===== config.mk =====
export PLATFORM = sky130hd
export DESIGN_NAME = regfile_port_arbiter
export DESIGN_NICKNAME = d
export VERILOG_FILES = /design/src/rtl/regfile_port_arbiter_pkg.sv /design/src/rtl/regfile_streak_counter.sv /design/src/rtl/regfile_port_arbiter.sv
export SDC_FILE = /design/constraint.sdc
export NUM_CORES = 1
export LEC_CHECK = 0
export CAP_MARGIN = 10
export CORE_ASPECT_RATIO = 0.75
export CORE_MARGIN = 2
export CORE_UTILIZATION = 31
export DETAILED_ROUTE_END_ITERATION = 12
export GPL_ROUTABILITY_DRIVEN = 0
export PLACE_DENSITY_LB_ADDON = 0.05
export SLEW_MARGIN = 20
export SYNTH_ARGS = -nofsm -noshare
export SYNTH_HDL_FRONTEND = slang
export SYNTH_SLANG_ARGS = --single-unit

===== constraint.sdc =====
create_clock -name Clk -period 1.7 [get_ports Clk]
set_input_delay 0.17 -clock Clk [delete_from_list [all_inputs] [get_ports Clk]]
set_output_delay 0.17 -clock Clk [all_outputs]
set_load 0.01 [all_outputs]

===== src/rtl/regfile_port_arbiter_pkg.sv =====
// ----------------------------------------------------------------------------
// regfile_port_arbiter_pkg
//
// Shared definitions for the register-file port arbiter and its streak
// counter:
//   - register index and data widths of the 8x16 register file
//   - default index of the flags register
//   - width of the core-streak counter (enough for a limit of 1..15)
//   - response-channel FSM state encoding
// ----------------------------------------------------------------------------
package regfile_port_arbiter_pkg;

    // Register file geometry
    localparam int unsigned RegAddrWidth = 3;
    localparam int unsigned DataWidth    = 16;

    // Register index that holds the flags
    localparam logic [RegAddrWidth-1:0] DefaultFlagsAddress = 3'd7;

    // Streak counter width; supports a core-streak limit of up to 15
    localparam int unsigned StreakWidth = 4;

    // Response channel state: free, or holding an unaccepted debug read result
    typedef enum logic {
        StIdle    = 1'b0,
        StRspWait = 1'b1
    } arbState_t;

endpackage


===== src/rtl/regfile_streak_counter.sv =====
// ----------------------------------------------------------------------------
// regfile_streak_counter
//
// Counts consecutive core grants made while the debug host is waiting. The
// count saturates at MaxCoreStreak; AtMax tells the arbiter that the debug
// host must win the next arbitration it is eligible for.
//
// Ports:
//   Clk    in   clock, all state on posedge
//   Reset  in   synchronous, active-high; clears the count
//   Inc    in   core grant while a debug request is pending
//   Clear  in   debug grant, or no debug request pending
//   AtMax  out  count has reached MaxCoreStreak
// ----------------------------------------------------------------------------
module regfile_streak_counter
    import regfile_port_arbiter_pkg::*;
#(
    parameter int unsigned MaxCoreStreak = 4
) (
    input  logic Clk,
    input  logic Reset,
    input  logic Inc,
    input  logic Clear,
    output logic AtMax
);

    localparam logic [StreakWidth-1:0] MaxCount = StreakWidth'(MaxCoreStreak);

    logic [StreakWidth-1:0] countQ;

    // Clear has priority over Inc; the two are never meant to coincide, but a
    // debug grant must always restart the streak.
    always_ff @(posedge Clk) begin
        if (Reset || Clear) begin
            countQ <= '0;
        end else if (Inc && (countQ != MaxCount)) begin
            countQ <= countQ + StreakWidth'(1);
        end
    end

    assign AtMax = (countQ == MaxCount);

endmodule


===== src/rtl/regfile_port_arbiter.sv =====
// ----------------------------------------------------------------------------
// regfile_port_arbiter
//
// Shares the register file's write port A (with the flags side-write) and
// read port B between the core writeback stage and the debug host. The core
// has priority, but after MaxCoreStreak consecutive core grants with a debug
// request pending, the debug host wins. Debug reads return through a
// registered response channel with a valid/ready handshake; while a response
// is held, further debug reads are refused but writes from either side are
// still granted.
//
// Ports:
//   Clk, Reset                      clock; synchronous active-high reset
//   CoreReqValid/Addr/Data          core write request
//   CoreReqUpdFlags/Flags           optional flags side-write
//   CoreReqReady                    core request accepted this cycle
//   DbgReqValid/Write/Addr/Data     debug read or write request
//   DbgReqReady                     debug request accepted this cycle
//   DbgRspValid/Data, DbgRspReady   debug read response channel
//   RfAddrA/RfInDataA/RfWrEn        register file write port
//   RfInNewFlags/RfUpdateFlags      register file flags write
//   RfAddrB, RfOutDataB             register file read port (combinational)
// ----------------------------------------------------------------------------
module regfile_port_arbiter
    import regfile_port_arbiter_pkg::*;
#(
    parameter int unsigned              MaxCoreStreak = 4,
    parameter logic [RegAddrWidth-1:0]  FlagsAddress  = DefaultFlagsAddress
) (
    input  logic                    Clk,
    input  logic                    Reset,

    // Core writeback requester
    input  logic                    CoreReqValid,
    input  logic [RegAddrWidth-1:0] CoreReqAddr,
    input  logic [DataWidth-1:0]    CoreReqData,
    input  logic                    CoreReqUpdFlags,
    input  logic [DataWidth-1:0]    CoreReqFlags,
    output logic                    CoreReqReady,

    // Debug host requester
    input  logic                    DbgReqValid,
    input  logic                    DbgReqWrite,
    input  logic [RegAddrWidth-1:0] DbgReqAddr,
    input  logic [DataWidth-1:0]    DbgReqData,
    output logic                    DbgReqReady,

    // Debug read response
    output logic                    DbgRspValid,
    output logic [DataWidth-1:0]    DbgRspData,
    input  logic                    DbgRspReady,

    // Register file side
    output logic [RegAddrWidth-1:0] RfAddrA,
    output logic [DataWidth-1:0]    RfInDataA,
    output logic                    RfWrEn,
    output logic [DataWidth-1:0]    RfInNewFlags,
    output logic                    RfUpdateFlags,
    output logic [RegAddrWidth-1:0] RfAddrB,
    input  logic [DataWidth-1:0]    RfOutDataB
);

    arbState_t               stateQ;
    logic [RegAddrWidth-1:0] rdAddrQ;

    logic streakAtMax;
    logic dbgOk;
    logic dbgGrant;
    logic coreGrant;
    logic dbgRead;
    logic dbgWrite;

    // ------------------------------------------------------------------------
    // Arbitration
    // ------------------------------------------------------------------------

    // A debug read needs the response channel; a debug write does not.
    assign dbgOk     = DbgReqValid && ((stateQ == StIdle) || DbgReqWrite);
    assign dbgGrant  = dbgOk && (streakAtMax || !CoreReqValid);
    assign coreGrant = CoreReqValid && !dbgGrant;
    assign dbgRead   = dbgGrant && !DbgReqWrite;
    assign dbgWrite  = dbgGrant && DbgReqWrite;

    assign CoreReqReady = coreGrant;
    assign DbgReqReady  = dbgGrant;

    // Only streaks that actually delay a waiting debug request are counted.
    regfile_streak_counter #(
        .MaxCoreStreak (MaxCoreStreak)
    ) uStreak (
        .Clk   (Clk),
        .Reset (Reset),
        .Inc   (coreGrant && DbgReqValid),
        .Clear (dbgGrant || !DbgReqValid),
        .AtMax (streakAtMax)
    );

    // ------------------------------------------------------------------------
    // Register file port steering
    // ------------------------------------------------------------------------
    always_comb begin
        RfWrEn        = 1'b0;
        RfAddrA       = '0;
        RfInDataA     = '0;
        RfUpdateFlags = 1'b0;
        RfInNewFlags  = '0;
        // Port B parks on the last debug read address between reads.
        RfAddrB       = rdAddrQ;

        if (coreGrant) begin
            RfWrEn        = 1'b1;
            RfAddrA       = CoreReqAddr;
            RfInDataA     = CoreReqData;
            RfUpdateFlags = CoreReqUpdFlags;
            RfInNewFlags  = CoreReqFlags;
        end else if (dbgWrite) begin
            RfWrEn    = 1'b1;
            RfAddrA   = DbgReqAddr;
            RfInDataA = DbgReqData;
        end else if (dbgRead) begin
            RfAddrB = DbgReqAddr;
        end
    end

    // ------------------------------------------------------------------------
    // Response channel FSM with registered outputs
    // ------------------------------------------------------------------------
    always_ff @(posedge Clk) begin
        if (Reset) begin
            stateQ      <= StIdle;
            DbgRspValid <= 1'b0;
            DbgRspData  <= '0;
            rdAddrQ     <= '0;
        end else begin
            if (dbgRead) begin
                rdAddrQ <= DbgReqAddr;
            end
            unique case (stateQ)
                StIdle: begin
                    if (dbgRead) begin
                        stateQ      <= StRspWait;
                        DbgRspValid <= 1'b1;
                        DbgRspData  <= RfOutDataB;
                    end
                end
                StRspWait: begin
                    // Data stays put until the host takes it.
                    if (DbgRspValid && DbgRspReady) begin
                        stateQ      <= StIdle;
                        DbgRspValid <= 1'b0;
                    end
                end
                default: begin
                    stateQ      <= StIdle;
                    DbgRspValid <= 1'b0;
                end
            endcase
        end
    end

    // A core write to the flags register with the side-write set must drive
    // both strobes; the register file resolves the collision in favour of
    // the flags value.
    always_ff @(posedge Clk) begin
        if (!Reset && coreGrant && CoreReqUpdFlags && (CoreReqAddr == FlagsAddress)) begin
            assert (RfWrEn && RfUpdateFlags);
        end
    end

endmodule


# [Yosys cells after proc, flatten, opt, wreduce, memory -nomap -nowiden]
# Index checks and enable logic that the tools add are counted.
# W data, S select, Z words.
[totals] regBits=25 inputBits=77
[classes] addsub=1 n_eq_ne=4 muxes=17 bitwise=1 n_reduce_logical=18
[op_table] op="$mux W16" count=3
[op_table] op="$mux W3" count=5
[op_table] op="$logic_and A1 B1 Y1" count=8
[op_table] op="$mux W1" count=7
[op_table] op="$add A4 B1 Y4 const B" count=1
[op_table] op="$eq A4 B3 Y1 const B" count=1
[op_table] op="$logic_not A1 Y1" count=4
[op_table] op="$logic_or A1 B1 Y1" count=4
[op_table] op="$ne A4 B3 Y1 const B" count=1
[op_table] op="$pmux W1 S2" count=2
[op_table] op="$reduce_and A2 Y1" count=2
[op_table] op="$ne A2 B1 Y1 const B" count=1
[op_table] op="$ne A2 B2 Y1 const B" count=1
[op_table] op="$not A1 Y1" count=1

# [Logic depth before layout (Yosys ltp)]
# Gate-level depths: netlist of run 1.
[logic_depth] ltp_word=8 mapped_depth=7 depth_no_buf=6

# [Modules after synthesis]
# From an unflattened synthesis of run 1, not the netlist that was laid out.
[unflattened] hier_cells=173 hier_area_um2=1602.8
[by_module_without_submodules] mod="regfile_port_arbiter" n_inst=1 cells_each=148 area_each_um2=1373.8
[by_module_without_submodules] mod="regfile_streak_counter" n_inst=1 cells_each=25 area_each_um2=229.0

# [Worst setup path after synthesis of run 1]
# OpenSTA, ideal clock, no wires.
[synth_timing] path_type="flip-flop to output port" startpoint="register uStreak.countQ[0]" endpoint="output port RfWrEn" arrival_time_ps=1631 slack_ps=-101 path_stages_with_launch=8 cell_sequence="dfxtp_1 inv_1 ha_1 nand3b_4 a211o_2 buf_6 inv_2 mux2_2"
[synth_via] elab_chain_len=6 word_cells_on_any_way=8 classes_between="eq/ne: 1; mux: 2; reduce/logical: 5"
[synth_rtl] element="start, declared" line="regfile_streak_counter.sv:29" text="logic [StreakWidth-1:0] countQ;"
[synth_rtl] element="start signal, assigned" line="regfile_streak_counter.sv:37" text="countQ <= countQ + StreakWidth'(1);"
[synth_rtl] element="$eq A4 B3 Y1 *" line="regfile_streak_counter.sv:41" text="assign AtMax = (countQ == MaxCount);"
[synth_rtl] element="$logic_or A1 B1 Y1 *" line="regfile_port_arbiter.sv:79" text="assign dbgGrant = dbgOk && (streakAtMax || !CoreReqValid);"
[synth_rtl] element="$logic_and A1 B1 Y1 *" line="regfile_port_arbiter.sv:79"
[synth_rtl] element="named net DbgReqReady" line="regfile_port_arbiter.sv:46" text="output logic DbgReqReady,"
[synth_rtl] element="$logic_and A1 B1 Y1 / $logic_not A1 Y1 (equally long branches)" line="regfile_port_arbiter.sv:82, regfile_port_arbiter.sv:80"
[synth_rtl] element="$mux W1 / $logic_and A1 B1 Y1 (equally long branches)" line="regfile_port_arbiter.sv:116, regfile_port_arbiter.sv:80"
[synth_rtl] element="$mux W1 *" line="regfile_port_arbiter.sv:110" text="if (coreGrant) begin"
[synth_rtl] element="end, declared" line="regfile_port_arbiter.sv:56" text="output logic RfWrEn,"
# Mark *: on every way through the listed nets, which the timed path passes. The rest lies on a longest branch.

# [Worst setup path in the final report of run 1]
[layout_timing] startpoint="register uStreak.countQ[0]" endpoint="output port RfAddrB[2]"
[layout_via] elab_chain_len=7 word_cells_on_any_way=10 classes_between="eq/ne: 1; mux: 3; reduce/logical: 6"
[layout_rtl] element="$eq A4 B3 Y1 *" line="regfile_streak_counter.sv:41"
[layout_rtl] element="$logic_or A1 B1 Y1 *" line="regfile_port_arbiter.sv:79"
[layout_rtl] element="$logic_and A1 B1 Y1 *" line="regfile_port_arbiter.sv:79"
[layout_rtl] element="$logic_and A1 B1 Y1" line="regfile_port_arbiter.sv:81" text="assign dbgRead = dbgGrant && !DbgReqWrite;"
[layout_rtl] element="$mux W3"
[layout_rtl] element="$mux W3" line="regfile_port_arbiter.sv:116" text="end else if (dbgWrite) begin"
[layout_rtl] element="$mux W3 *" line="regfile_port_arbiter.sv:110"
[layout_rtl] element="end, declared" line="regfile_port_arbiter.sv:59" text="output logic [RegAddrWidth-1:0] RfAddrB,"
# Mark *: on every way between the ends. The rest lies on a longest branch, timed or not.

==> key figures, run 1 <==
Status
  – Outcome: complete, but fails checks
  – Failing checks: negative setup slack

CTS
  – CTS H-Tree Depth: 1
  – CTS tree: yes
  – CTS sink cnt: 25
  – Clock tree buffer depth: 2
  – Root Buffer: clkbuf_8
  – CTS buffer count: 3
  – Worst skew pair latency: between 200 and 300 ps
  – CTS clk-pin slew, worst paths: 90 ps

Synth
  – Top_reg_cell synth: dfxtp_1
  – Synth area leader: dfxtp_1
  – Seq/Total Area, Yosys: 27.9%
  – Syn_nets: between 200 and 300
  – Syn avg cell area: 8.39 sq um
  – Synth warn: 0
  – Share of the synthesized area in the top cell type: 27.9%
  – Asr flop ratio synth: 0%
  – #FFs+latches synth: 25
  – Post-synth cell types: 29
  – Mapped Cells: 214
  – EDFF count, synth: 0
  – Syn Std Cell Area: 1800 sq um
  – Ranking of synthesized cells by area: dfxtp_1, mux2i_1, nand2b_1

Global routing
  – GRT Total Usage: 18.7%
  – Via count of the first global-routing pass: a little over 2000
  – Initial antenna violation count: 0
  – Largest net degree at the start of global routing: 38
  – Gr ovfl total: 0
  – First-pass GRT wire length: 9.90 mm

Worst setup path
  – Worst path max stage delay: 440 ps
  – Crit end category: output pin
  – Reg-to-Reg Start: uStreak.countQ[0]
  – Reg2reg end: rdAddrQ[0]
  – Worst setup path class: reg2out
  – CP endpoint: RfAddrB[2]
  – Crit path from: uStreak.countQ[0]
  – Top delay family on crit path: compound AO/OA/AOI/OAI gates
  – CP Cell Sequence: inv_2, ha_4, nand3b_4, a2111o_1, buf_4, mux2_2, buf_6
  – CP max stage cell: a2111o_1
  – CP startpoint kind: flip-flop
  – CP required: 1530 ps
  – Crit path arrival time: 1920 ps
  – WP depth: 7
  – Buffer and inverter count on the worst path: 3
  – Crit-path max FO: 4
  – Flop-to-flop setup slack: -220 ps
  – R2R cell count: 9

Place
  – Input/output buffers: around 140
  – Final HPWL DP: 4.57 mm

Floorplan
  – Die width: 91.9 um
  – Die outline height: 69.9 um
  – Starting Density: between 30% and 40%
  – Die Area: 6420 sq um
  – Row Count: 23
  – Core ar.: 5470 sq um
  – Number of I/O pins: 136

Layout
  – Seq. cell area: 503 sq um
  – ANT cells: 0
  – Area Growth Syn to Fin: 99.4%
  – Highest-count cells in the layout ignoring fill and taps: clkdlybuf4s50_1, nand2_1, nand2b_1
  – Nets: 455
  – Layout cells sized above 1: a little under 30%
  – Commonest non-fill, non-tap cell in the layout: clkdlybuf4s50_1
  – Fill cells: 470
  – Multi-input gate area: roughly 1200 sq um
  – Final Util: roughly two thirds

Run
  – Max-cap viol count: 0

STA
  – Setup ws final: -392 ps
  – TNS Setup: -13900 ps
  – Fin crit share: 123%
  – Min Tclk post-route: 2090 ps
  – Slew margin rel.: 71.8%
  – Final Hold Viols: 0
  – Worst Skew: between 6 and 7 ps
  – Fmax: 478 MHz
  – # setup viols final: 61
  – Pins over their slew limit: 0
  – RSZ-0062 raised after global routing: true
  – Worst slew pin tran: roughly 420 ps

Route
  – DR iter-0 viols: 45
  – Vias per std cell: 4.61
  – Number of iterations in the first detailed-routing pass: 4
  – WL/cell: approximately 14 um
  – Post-Route WL: 6.19 mm
  – DRT antenna net count: 0
  – Total number of vias: around 2100
  – # DRC: 0

Power
  – Design Power: approximately 1.6 mW
  – Cell Pwr Density: 456 nW/um^2
  – Leakage: 1.60 nW
  – VDD IR-drop max: 319 uV

Hold path
  – HP Class: in2reg
## per-layer routing
metal	vias to the layer above	track usage, %	part of all wire [%]
met3	6	5.93	7.1
li1	1049	-	-
met5	-	0	0
met4	0	3.65	0.92
met1	953	22.4	42
met2	66	33.2	50
## kinds of logic (layout without fill, tap and decap cells)
| kind of cell | after synthesis | in the layout | synth area share [%] |
|---|---|---|---|
| AND/OR/NAND/NOR | 110 | 110 | 33.2 |
| multiplexers | 42 | 42 | 23.7 |
| flip-flops | 25 | 25 | 27.9 |
| buffers and inverters | 22 | 183 | 7.32 |
| AO/OA/AOI/OAI | 13 | 13 | 6.48 |
| adder cells (fa/ha/maj) | 2 | 2 | 1.39 |
## power breakdown
group | internal [mW] | switching [mW] | total (mW)
clock | 0.168 | 0.187 | 0.355
combinational | 0.420 | 0.242 | 0.662
sequential | 0.605 | 0.0103 | 0.615
## final cells by class
class	instances	area share (%)
clock buffer	4	1.26
sequential	25	14.0
tap	75	2.62
inverter	5	0.594
multi-input combinational	167	34.8
timing repair buffer	174	46.6
## Yosys cell counts, types with 2 or more instances
library cell,instances
dfxtp_1,25
and3_1,17
a21oi_1,4
inv_1,4
nor2b_1,2
clkbuf_1,10
buf_2,2
ha_1,2
mux2_2,4
o221ai_1,3
nand3_1,3
buf_6,4
nand2_1,43
nand2b_1,39
mux2i_1,38
## repair_timing
item,in CTS,in global routing
gates resized for setup,194,17
setup endpoints to repair,61,61
cloned,4,0
hold buffers,0,0
pin swaps,9,3
buffers inserted,10,6
## sequential cells by signal, summed over array words and instances, names as in the netlist
| name | cells |
|---|---|
| rdAddrQ | 3 |
| DbgRspValid | 1 |
| DbgRspData | 16 |
| uStreak.countQ | 4 |
| stateQ | 1 |
## per-stage QoR
stage | cell area (sq um) | setup WS [ps] | hold WS, ps | std cells
after floorplan | 1810 | 8.18 | 325 | 214
after global placement | 3360 | -493 | 457 | 430
final | 3580 | -392 | 461 | 450
after detailed placement | 3360 | -485 | 465 | 430
after global routing | 3580 | -466 | 475 | 450
after CTS | 3520 | -379 | 461 | 447
## worst min-delay path: cells and delay by family
family,cells,cell delay (ps)
buffers and inverters,1,390
muxes,1,60
and+or+nand+nor,1,60
## how the worst min path moves through the flow
| stage | startpoint | to | slack (ps) | cells past startpoint |
|---|---|---|---|---|
| final | RfOutDataB[0] | DbgRspData[0] | 460 | 3 |
| after global placement | DbgRspData[1] | DbgRspData[1] | 460 | 2 |
| after detailed placement | DbgRspData[1] | DbgRspData[1] | 470 | 2 |
| after global routing | RfOutDataB[12] | DbgRspData[12] | 470 | 3 |
| after CTS | RfOutDataB[0] | DbgRspData[0] | 460 | 3 |
| after floorplan | RfOutDataB[0] | DbgRspData[0] | 330 | 2 |
Note: power is estimated with default switching activity, not from simulation.
==> inputs of run 2 (changes only) <==
--- a/config.mk
+++ b/config.mk
@@ -6,11 +6,10 @@
 export NUM_CORES = 1
 export LEC_CHECK = 0
 export CAP_MARGIN = 10
-export CORE_ASPECT_RATIO = 0.75
+export CORE_ASPECT_RATIO = 1.4
 export CORE_MARGIN = 2
 export CORE_UTILIZATION = 31
 export DETAILED_ROUTE_END_ITERATION = 12
-export GPL_ROUTABILITY_DRIVEN = 0
 export PLACE_DENSITY_LB_ADDON = 0.05
 export SLEW_MARGIN = 20
 export SYNTH_ARGS = -nofsm -noshare
==> key figures, run 2 (same netlist as run 1, synthesis figures left out) <==
STA
  – RSZ-0062 raised after global routing: true
  – Worst slew pin tran: 303 ps (-119 ps)
  – Slew margin rel.: 79.8% (+8.0 points)
  – Setup ws final: -357 ps (+34.4 ps)
  – Fin crit share: 121% (-2.0 points)
  – Min Tclk post-route: 2060 ps (-34.4 ps)
  – Fmax: 486 MHz (+1.7%)
  – Worst Skew: 3.52 ps (-3.01 ps)
  – Pins over their slew limit: 0 (unchanged)
  – # setup viols final: 42 (-31%)
  – Final Hold Viols: 0 (unchanged)

Route
  – DRT antenna net count: 0 (unchanged)
  – DR iter-0 viols: 43 (-4.4%)
  – WL/cell: 13.6 um (-1.3%)
  – Post-Route WL: 5.90 mm (-4.6%)
  – # DRC: 0 (unchanged)
  – Number of iterations in the first detailed-routing pass: 4 (unchanged)
  – Vias per std cell: 4.67 (+1.3%)
  – Total number of vias: 2031 (-2.1%)

Floorplan
  – Row Count: 32 (+39%)
  – Core ar.: 5570 sq um (+1.8%)
  – Die Area: 6430 sq um (about the same)
  – Die width: 68.3 um (-26%)
  – Starting Density: 32.3% (-0.58 points)
  – Number of I/O pins: 136 (unchanged)
  – Die outline height: 94.0 um (+35%)

Worst setup path
  – CP endpoint: RfAddrB[1]
  – Crit-path max FO: 3 (-1)
  – Crit end category: output pin
  – Flop-to-flop setup slack: 40 ps (+260 ps)
  – CP startpoint kind: flip-flop
  – Worst setup path class: reg2out
  – R2R cell count: 8 (-1)
  – Reg2reg end: rdAddrQ[0]
  – Reg-to-Reg Start: uStreak.countQ[0]
  – CP required: 1530 ps (about the same)
  – Crit path from: uStreak.countQ[0]
  – Crit path arrival time: 1890 ps (-30 ps)

CTS
  – CTS H-Tree Depth: 1 (unchanged)
  – CTS tree: yes
  – CTS buffer count: 3 (unchanged)
  – CTS sink cnt: 25 (unchanged)
  – Worst skew pair latency: 270 ps (about the same)
  – CTS clk-pin slew, worst paths: 90 ps (about the same)
  – Root Buffer: clkbuf_8
  – Clock tree buffer depth: 2 (unchanged)

Global routing
  – Via count of the first global-routing pass: 1881 (-8.2%)
  – Initial antenna violation count: 0 (unchanged)
  – GRT Total Usage: 16.7% (-2.0 points)
  – Largest net degree at the start of global routing: 44 (+16%)
  – Gr ovfl total: 0 (unchanged)
  – First-pass GRT wire length: 8.49 mm (-14%)

Layout
  – Layout cells sized above 1: 27.8% (-1.5 points)
  – Highest-count cells in the layout ignoring fill and taps: clkdlybuf4s50_1, nand2_1, nand2b_1
  – ANT cells: 0 (unchanged)
  – Commonest non-fill, non-tap cell in the layout: clkdlybuf4s50_1
  – Area Growth Syn to Fin: 94.5%
  – Largest registers: DbgRspData x16, uStreak.countQ x4, rdAddrQ x3
  – Nets: 447 (-1.8%)
  – Number of flip-flops in the largest register: 16 (unchanged)
  – Largest register by flop count: DbgRspData
  – Final Util: 62.7% (-2.7 points)

Power
  – Design Power: 1.61 mW (-1.5%)
  – Leakage: 1.55 nW (-3.0%)
  – VDD IR-drop max: 440 uV (+38%)
  – Cell Pwr Density: 460 nW/um^2 (+1.0%)

Place
  – RD Place Congestion: approximately 0.75
  – Input/output buffers: 135 (unchanged)
  – Final HPWL DP: 4.33 mm (-5.3%)

Run
  – Max-cap viol count: 0 (unchanged)

Status
  – Failing checks: negative setup slack
  – Outcome: complete, but fails checks

Hold path
  – HP Class: in2reg
run 2: cell count changes in the layout (fill, tap and decap cells not counted), moves of 2 or more:
cell	previous run	this run
buf_6	22	17
buf_4	24	21
a21oi_1	2	4
a21oi_2	2	0
run 2: per-stage QoR:
step	worst slack (ps)	hold slack [ps]	TNS [ps]	cell area, sq um	std cells
6_report	-357	459	-10940	3490	435
5_1_grt	-430	463	-13990	3490	435
4_1_cts	-356	456	-11000	3370	431
3_5_place_dp	-554	459	-21810	3330	421
3_3_place_gp	-524	457	-21270	3330	421
2_1_floorplan	8.18	325	0	1810	214
run 2: per-layer routing:
metal,vias up,part of all wire [%],GRT usage (%)
li1,1030,-,-
met1,906,38,19.6
met2,91,51,30.2
met3,4,9.9,3.36
met4,0,0.64,4.00
met5,-,0,0
run 2: repair_timing:
action	4_1_cts	5_1_grt
gates cloned	1	2
endpoints found under the setup margin	43	52
setup buffers	6	3
pin swaps	9	7
gates resized for setup	196	14
hold buffers	0	0
run 2: worst min path at each step:
stage / start / endpoint / slack (ps) / depth (start not counted)
after detailed placement: rdAddrQ[0] / rdAddrQ[0] / 460 / 2
after CTS: RfOutDataB[3] / DbgRspData[3] / 460 / 3
after global placement: rdAddrQ[1] / rdAddrQ[1] / 460 / 2
final: RfOutDataB[3] / DbgRspData[3] / 460 / 3
after global routing: RfOutDataB[3] / DbgRspData[3] / 460 / 3
after floorplan: RfOutDataB[0] / DbgRspData[0] / 330 / 2
run 2: final cells by class:
| class | count | area [sq um] |
|---|---|---|
| Sequential cell | 25 | 503 |
| Clock buffer | 3 | 41.3 |
| Fill cell | 514 | 2070 |
| Clock inverter | 1 | 7.51 |
| Multi-Input combinational cell | 167 | 1240 |
| Timing Repair Buffer | 166 | 1590 |
| Inverter | 5 | 21.3 |
| Tap cell | 68 | 85.1 |
run 2: worst max-delay path, cell delays in order, from the launching register on:
cell	delay (ps)
dfxtp_2	330
inv_2	70
ha_4	140
nand3b_4	90
a2111o_1	430
buf_4	160
mux2_2	270
buf_6	120
run 2: where the power goes:
| part | internal (mW) | switching [mW] | total (mW) |
|---|---|---|---|
| logic | 0.402 | 0.233 | 0.634 |
| registers | 0.605 | 0.0102 | 0.615 |
| clock network | 0.166 | 0.192 | 0.358 |
